**src/rtl/hovalaag_io.sv**
```systemverilog
// Host-side I/O for the Hovalaag CPU: two show-ahead input FIFOs feeding IN1/IN2
// and two output FIFOs capturing OUT, with occupancy counts and sticky error flags.
module hovalaag_io #(
   parameter int DEPTH_LOG2 = 4,
   parameter int WIDTH      = 12
) (
   input  logic                  clk,
   input  logic                  rst,
   input  logic                  host_wr_valid,
   input  logic                  host_wr_sel,
   input  logic [WIDTH-1:0]      host_wr_data,
   output logic                  host_wr_ready,
   output logic [WIDTH-1:0]      IN1,
   input  logic                  IN1_adv,
   output logic [WIDTH-1:0]      IN2,
   input  logic                  IN2_adv,
   input  logic [WIDTH-1:0]      OUT,
   input  logic                  OUT_valid,
   input  logic                  OUT_select,
   input  logic                  host_rd_sel,
   input  logic                  host_rd_en,
   output logic [WIDTH-1:0]      host_rd_data,
   output logic                  host_rd_valid,
   output logic [DEPTH_LOG2:0]   in1_count,
   output logic [DEPTH_LOG2:0]   in2_count,
   output logic [DEPTH_LOG2:0]   out1_count,
   output logic [DEPTH_LOG2:0]   out2_count,
   output logic [1:0]            err_underrun,
   output logic [1:0]            err_overflow,
   input  logic                  clear_err
);
   localparam int DEPTH = 1 << DEPTH_LOG2;
   localparam logic [DEPTH_LOG2:0]   CNT_FULL = (DEPTH_LOG2+1)'(DEPTH);
   localparam logic [DEPTH_LOG2:0]   CNT_ONE  = (DEPTH_LOG2+1)'(1);
   localparam logic [DEPTH_LOG2-1:0] PTR_ONE  = DEPTH_LOG2'(1);

   // FIFO index: 0=IN1, 1=IN2, 2=OUT1, 3=OUT2
   logic [3:0]            push, pop, full, empty;
   logic [WIDTH-1:0]      head [4];
   logic [DEPTH_LOG2:0]   count [4];
   logic [1:0]            underrun_set, overflow_set;
   logic [1:0]            err_underrun_reg, err_overflow_reg;

   always_comb begin
      push         = '0;
      pop          = '0;
      underrun_set = '0;
      overflow_set = '0;
      push[0] = host_wr_valid && !host_wr_sel && !full[0];
      push[1] = host_wr_valid &&  host_wr_sel && !full[1];
      pop[0]  = IN1_adv && !empty[0];
      pop[1]  = IN2_adv && !empty[1];
      underrun_set[0] = IN1_adv && empty[0];
      underrun_set[1] = IN2_adv && empty[1];
      pop[2]  = host_rd_en && !host_rd_sel && !empty[2];
      pop[3]  = host_rd_en &&  host_rd_sel && !empty[3];
      // A capture into a full output FIFO is only safe when the host frees a slot the same cycle
      for (int i = 0; i < 2; i++) begin
         push[2+i]       = OUT_valid && (OUT_select == i[0]) && (!full[2+i] || pop[2+i]);
         overflow_set[i] = OUT_valid && (OUT_select == i[0]) && full[2+i] && !pop[2+i];
      end
   end

   for (genvar gi = 0; gi < 4; gi++) begin : g_fifo
      logic [WIDTH-1:0]      mem [DEPTH];
      logic [DEPTH_LOG2-1:0] wptr_reg, rptr_reg;
      logic [DEPTH_LOG2:0]   count_reg;
      logic [WIDTH-1:0]      wdata;

      assign wdata = (gi < 2) ? host_wr_data : OUT;

      always_ff @(posedge clk) begin
         if (!rst && push[gi]) begin
            mem[wptr_reg] <= wdata;
         end
      end

      always_ff @(posedge clk) begin
         if (rst) begin
            wptr_reg  <= '0;
            rptr_reg  <= '0;
            count_reg <= '0;
         end else begin
            if (push[gi]) wptr_reg <= wptr_reg + PTR_ONE;
            if (pop[gi])  rptr_reg <= rptr_reg + PTR_ONE;
            case ({push[gi], pop[gi]})
               2'b10:   count_reg <= count_reg + CNT_ONE;
               2'b01:   count_reg <= count_reg - CNT_ONE;
               default: count_reg <= count_reg;
            endcase
         end
      end

      assign count[gi] = count_reg;
      assign full[gi]  = (count_reg == CNT_FULL);
      assign empty[gi] = (count_reg == '0);
      assign head[gi]  = empty[gi] ? '0 : mem[rptr_reg];
   end

   // Set wins over clear so an error in the clearing cycle is never lost
   always_ff @(posedge clk) begin
      if (rst) begin
         err_underrun_reg <= '0;
         err_overflow_reg <= '0;
      end else begin
         err_underrun_reg <= (clear_err ? 2'b00 : err_underrun_reg) | underrun_set;
         err_overflow_reg <= (clear_err ? 2'b00 : err_overflow_reg) | overflow_set;
      end
   end

   assign host_wr_ready = host_wr_sel ? !full[1] : !full[0];
   assign IN1           = head[0];
   assign IN2           = head[1];
   assign host_rd_data  = host_rd_sel ? head[3] : head[2];
   assign host_rd_valid = host_rd_sel ? !empty[3] : !empty[2];
   assign in1_count     = count[0];
   assign in2_count     = count[1];
   assign out1_count    = count[2];
   assign out2_count    = count[3];
   assign err_underrun  = err_underrun_reg;
   assign err_overflow  = err_overflow_reg;
endmodule

```
**config.mk**
```make
export PLATFORM = sky130hd
export DESIGN_NAME = hovalaag_io
export DESIGN_NICKNAME = d
export VERILOG_FILES = /design/src/rtl/hovalaag_io.sv
export SDC_FILE = /design/constraint.sdc
export NUM_CORES = 1
export LEC_CHECK = 0
export BUFFER_PORTS_ARGS = -buffer_cell sky130_fd_sc_hd__buf_2
export CAP_MARGIN = 20
export CORE_MARGIN = 5
export CORE_UTILIZATION = 54
export CTS_BUF_LIST = sky130_fd_sc_hd__clkbuf_4
export CTS_CLUSTER_DIAMETER = 120
export CTS_CLUSTER_SIZE = 25
export DETAILED_ROUTE_END_ITERATION = 6
export GPL_TIMING_DRIVEN = 0
export HOLD_SLACK_MARGIN = 0.05
export PLACE_DENSITY = 0.78
export REMOVE_ABC_BUFFERS = 1
export SYNTH_ARGS = -nofsm -noshare
export SYNTH_HDL_FRONTEND = slang
export SYNTH_SLANG_ARGS = --single-unit
```
**constraint.sdc**
```tcl
create_clock -name clk -period 9.41 [get_ports clk]
set_input_delay 1.882 -clock clk [delete_from_list [all_inputs] [get_ports clk]]
set_output_delay 1.882 -clock clk [all_outputs]
set_load 0.05 [all_outputs]
```
# Word-level counts from Yosys, hierarchy flattened
# Memories as Yosys holds them, arrays and structs flattened. A register that Yosys moved wholly into a read port is not among the register bits.
# Cells that the tools add are included.
# classes
addsub	16
n_eq_ne	12
n_mux	29
n_bitwise	3
reduce_logical	47
# ops
operator	n
$mux W12	5
$pmux W5 S2	4
$add A4 B1 Y4 const B	8
$mux W4	8
$logic_and A1 B1 Y1	24
$add A5 B1 Y5 const B	4
$eq A5 B5 Y1 const B	4
$logic_not A5 Y1	4
$sub A5 B1 Y5 const B	4
$logic_not A1 Y1	13
$mux W1	10
$eq A2 B1 Y1 const B	4
$eq A2 B2 Y1 const B	4
$reduce_bool A2 Y1	4
$mux W2	2
$or A2 B2 Y2	2
$logic_or A1 B1 Y1	2
$not A1 Y1	1
# totals
register_bits	56
ram_bits	768
output_inout_bits	62
elab_cells	125
n_memories	4
# memory_table
memory	words	word_bits	rd	rd_clocked_by_memory_dff	write_ports	line	text
g_fifo[0].mem	16	12	1	1	1	65	logic [WIDTH-1:0] mem [DEPTH];
g_fifo[1].mem	16	12	1	1	1	65	
g_fifo[2].mem	16	12	1	1	1	65	
g_fifo[3].mem	16	12	1	1	1	65	

# Depth between registers and ports, before layout
# depth
ltp_word	8
ltp_mapped	13
depth_no_buf	11

# Worst setup path before layout
# Ideal clock, no wire load.
# synth_timing
path_kind	input-to-output
startpoint	input host_rd_sel
endpoint	output host_rd_data[1]
arrival_time_ps	3036
path_slack_ps	4492
stages	3
cell_sequence	a21o_1 > clkbuf_1 > o22ai_1
# synth_between
elab_chain_len	1
# synth_rtl
element	line	text
start, declared	20	input logic host_rd_sel,
$mux W12	114	assign host_rd_data = host_rd_sel ? head[3] : head[2];
end, declared	22	output logic [WIDTH-1:0] host_rd_data,
# Every way passes these cells.

==> out/results.txt <==
The first detailed-routing pass ran for 5 iterations. The synthesized instance count is 1,662, and the number of pins with negative max-slew slack in the final report is 0. The flip-flop count of the largest register after layout is 768. Summing all non-filler instances in the final layout gives an area of 0.0355 sq mm.

Yosys attributes the largest share of cell area to sky130_fd_sc_hd__edfxtp_1 (70%), sky130_fd_sc_hd__mux4_2 (15%), sky130_fd_sc_hd__dfxtp_1 (4.3%). In this run, placement finished with an instance count of 2,521. Summed over all nets, the half-perimeter wirelength after detailed placement is 43,800 um.

In this run the cell area measured after placement is 0.0350 sq mm. Setup violations remaining at the end of the flow were counted as 0. Of all cell types, the one taking the most synthesized area is sky130_fd_sc_hd__edfxtp_1. CTS built an H-tree with a depth of 2.

In the final layout, flip-flops and latches occupy 0.0245 sq mm. For the post-synthesis sequential area ratio, the log shows 0.739. Clock-pin slew was measured on the worst setup and hold paths at 0.23 ns. Counting both buffers and inverters, the worst setup path holds a total of 2. The finished layout holds 2,599 standard cells, fillers aside. Summed over all cells, the static leakage comes to 11.1 nW. TritonCTS built the clock tree.

The die covers 0.0664 sq mm. The later-pin clock latency in the skew report is 0.89 ns. The fraction of synthesis flops using an asynchronous set or reset pin works out to 0. Peak supply drop: 261 uV.

The worst clock skew is 0.0538 ns. The flow ran to the end, and the final reports show no timing, DRC or antenna violations. The tools report the wire length after detailed routing as 65,000 um.

The critical path data arrival time is 3.53 ns. The kind of cell with the highest combined delay along the critical path is multiplexers. Number of failing hold endpoints at the final stage: 0.

Across all layers, the routed design uses 15,700 vias. For the final routed database, the setup TNS stands at 0 ns. After detailed routing, the average wire length per cell comes to 25.0 um.

Of all nets on the critical path, the largest fanout is 26. Across the run, the number of max-cap violations was 0. The worst hold path belongs to the class reg -> reg. The layout has 4,288 filler cells. STA classifies the critical path endpoint as an output port. The area share of the largest cell type after synthesis works out to 0.696. Among all flip-flop cells after synthesis, the most frequent one is sky130_fd_sc_hd__edfxtp_1. The synthesized netlist occupies a cell area of 0.0331 sq mm. Port buffering added 96 buffers. The floorplan row count came out at 90. Setup repair after global routing left no endpoint under its margin. The buffers inserted during post-CTS setup optimization was 0; the number of buffers inserted for hold repair after clock tree synthesis was 0. By startpoint and endpoint, the worst setup path is classified as reg -> out. The largest individual stage delay along the critical path comes from the cell sky130_fd_sc_hd__dfxtp_4. Time the final worst path needs with I/O delays and setup: 5.41 ns. The tools report the number of different library cells in the post-synthesis netlist as 55. The tools report the cell chosen for the clock root as sky130_fd_sc_hd__clkbuf_4. The via density per instance is 6.04. The tools report the starting utilization of the core area as 0.547.

Clock tree synthesis found a total of 840 sinks. Entering global routing, the biggest net connects 56 pins. The number of flops mapped to enable cells by yosys was 768. The synthesized design contains 840 register bits. The signal on the critical path passes through buf_12, mux4_2, mux2_2, a21oi_1, o22ai_1, buf_2. After detailed routing, the number of remaining DRC violations is 0. Post-CTS repair changed the size of 0 cells.

The transition time at the pin with the least slew margin works out to 1.16 ns. Global routing finished with a remaining overflow of 0. In the synthesized netlist, the cells that appear most often are sky130_fd_sc_hd__edfxtp_1 (768), sky130_fd_sc_hd__mux4_2 (216), sky130_fd_sc_hd__nor2_1 (151), sky130_fd_sc_hd__dfxtp_1 (72), sky130_fd_sc_hd__a21oi_1 (48). Power spread over the standard cell area amounts to 204 mW/mm^2. The run gives 98,900 um as the global-route wire length before repair.

The number of global-route vias before repair was 15,900; the worst slew margin relative to its limit was 0.219. The number of DRC markers in iteration 0 was 1,542; the die outline height was 258 um. Total track usage: 0.195. The layout cell share with drive strength beyond 1 is 0.270. The area growth from synthesis to final layout works out to 7.25%.

Summing all multi-input logic gate instances after layout gives 0.00818 sq mm. Routability-driven placement finished with a final weighted congestion of 0.792. The largest single stage delay on the critical path is 0.71 ns. The horizontal extent of the die works out to 258 um.

97 I/O pins were placed. The number of clock buffers added by TritonCTS is 39. The data required time of the worst path is 7.53 ns, and the share of the clock period used by the worst path is 0.575.

The tools report the utilization after layout as 0.587. The worst setup path is launched from a flop. The number of antenna violations at the first check in global routing came out at 5. Static timing analysis puts the maximum clock frequency at 0.185 GHz. The post-synthesis average cell area works out to 19.9 sq um.

The tools report the number of nets with antenna violations after detailed routing as 0. The logs give 0 for the total of warnings raised by yosys and 0.0606 sq mm for the area of the core. The final layout net count was 1,845. In the post-synthesis netlist, the cell with the most instances is sky130_fd_sc_hd__edfxtp_1. In this run the deepest clock path goes through 3 buffers.
worst paths after layout:
path | cells past startpoint | from | slack, ns | to
setup / recovery | 6 | flop | 4.00 | host_rd_data[4]
hold / removal | 2 | err_overflow[0]$_SDFF_PP0_ | 0.50 | err_overflow[0]$_SDFF_PP0_
setup reg to reg | 10 | in2_count[0]$_SDFFE_PP0P_ | 5.70 | in2_count[4]$_SDFFE_PP0P_
hold reg to reg | 2 | err_overflow[0]$_SDFF_PP0_ | 0.50 | err_overflow[0]$_SDFF_PP0_
tightest hold or removal path, cell delays in order, from the launching register on:
cell and delay (ns):
sky130_fd_sc_hd__dfxtp_1 0.37, sky130_fd_sc_hd__nand2b_1 0.06, sky130_fd_sc_hd__a21oi_1 0.06
stage by stage:
step                worst slack [ns]  power [mW]  hold WS, ns
floorplan                       3.94        5.53        0.472
global placement                2.85        5.96        0.459
detailed placement              4.38        6.00        0.466
CTS                             3.90        7.29        0.500
global route                    3.78        7.56        0.534
finish                          4.00        7.25        0.496
area by class of cell:
| cell class | count | share of cell area |
|---|---|---|
| Clock inverter | 1 | 0.000317 |
| Inverter | 24 | 0.00253 |
| Tap cell | 782 | 0.0275 |
| Timing Repair Buffer | 156 | 0.0345 |
| Clock buffer | 70 | 0.0148 |
| Multi-Input combinational cell | 722 | 0.230 |
| Sequential cell | 840 | 0.690 |
| Antenna cell | 4 | 0.000282 |
where the power goes:
| part | internal, mW | leakage, nW | switching (mW) |
|---|---|---|---|
| combinational | 0.606 | 3.23 | 1.06 |
| clock | 0.333 | 0.328 | 0.999 |
| sequential | 4.13 | 7.50 | 0.126 |
| total | 5.07 | 11.1 | 2.18 |
layer usage:
| metal | wire length (um) | global-route usage |
|---|---|---|
| met5 | 7 | 0 |
| met4 | 1310 | 0.0445 |
| met3 | 5360 | 0.0429 |
| met2 | 32600 | 0.322 |
| met1 | 25700 | 0.272 |
kinds of logic (layout without fill, tap and decap cells):
kind of cell | after synthesis | in the layout | synth area share
and+or+nand+nor | 289 | 289 | 0.0431
xor gates and xnor gates | 39 | 39 | 0.0103
muxes | 280 | 280 | 0.167
buffers and inverters | 100 | 251 | 0.0139
adders and majority gates | 27 | 27 | 0.0102
DFF | 840 | 840 | 0.739
AOI/OAI and AO/OA | 87 | 87 | 0.0160
other | 0 | 4 | 0
cell usage in the layout, fill, tap and decap left out, drive strengths merged, types with 9 or more instances in the layout:
cell type  count
nor2         151
buf          156
mux4         216
a21oi         48
clkbuf        70
nor2b         30
mux2          29
o22ai         12
nor3          11
xnor2         13
nand2         30
ha            27
nand4          9
edfxtp       768
dfxtp         72
mux2i         35
and2          12
inv           25
xor2          26
(Power assumes the default switching activity.)
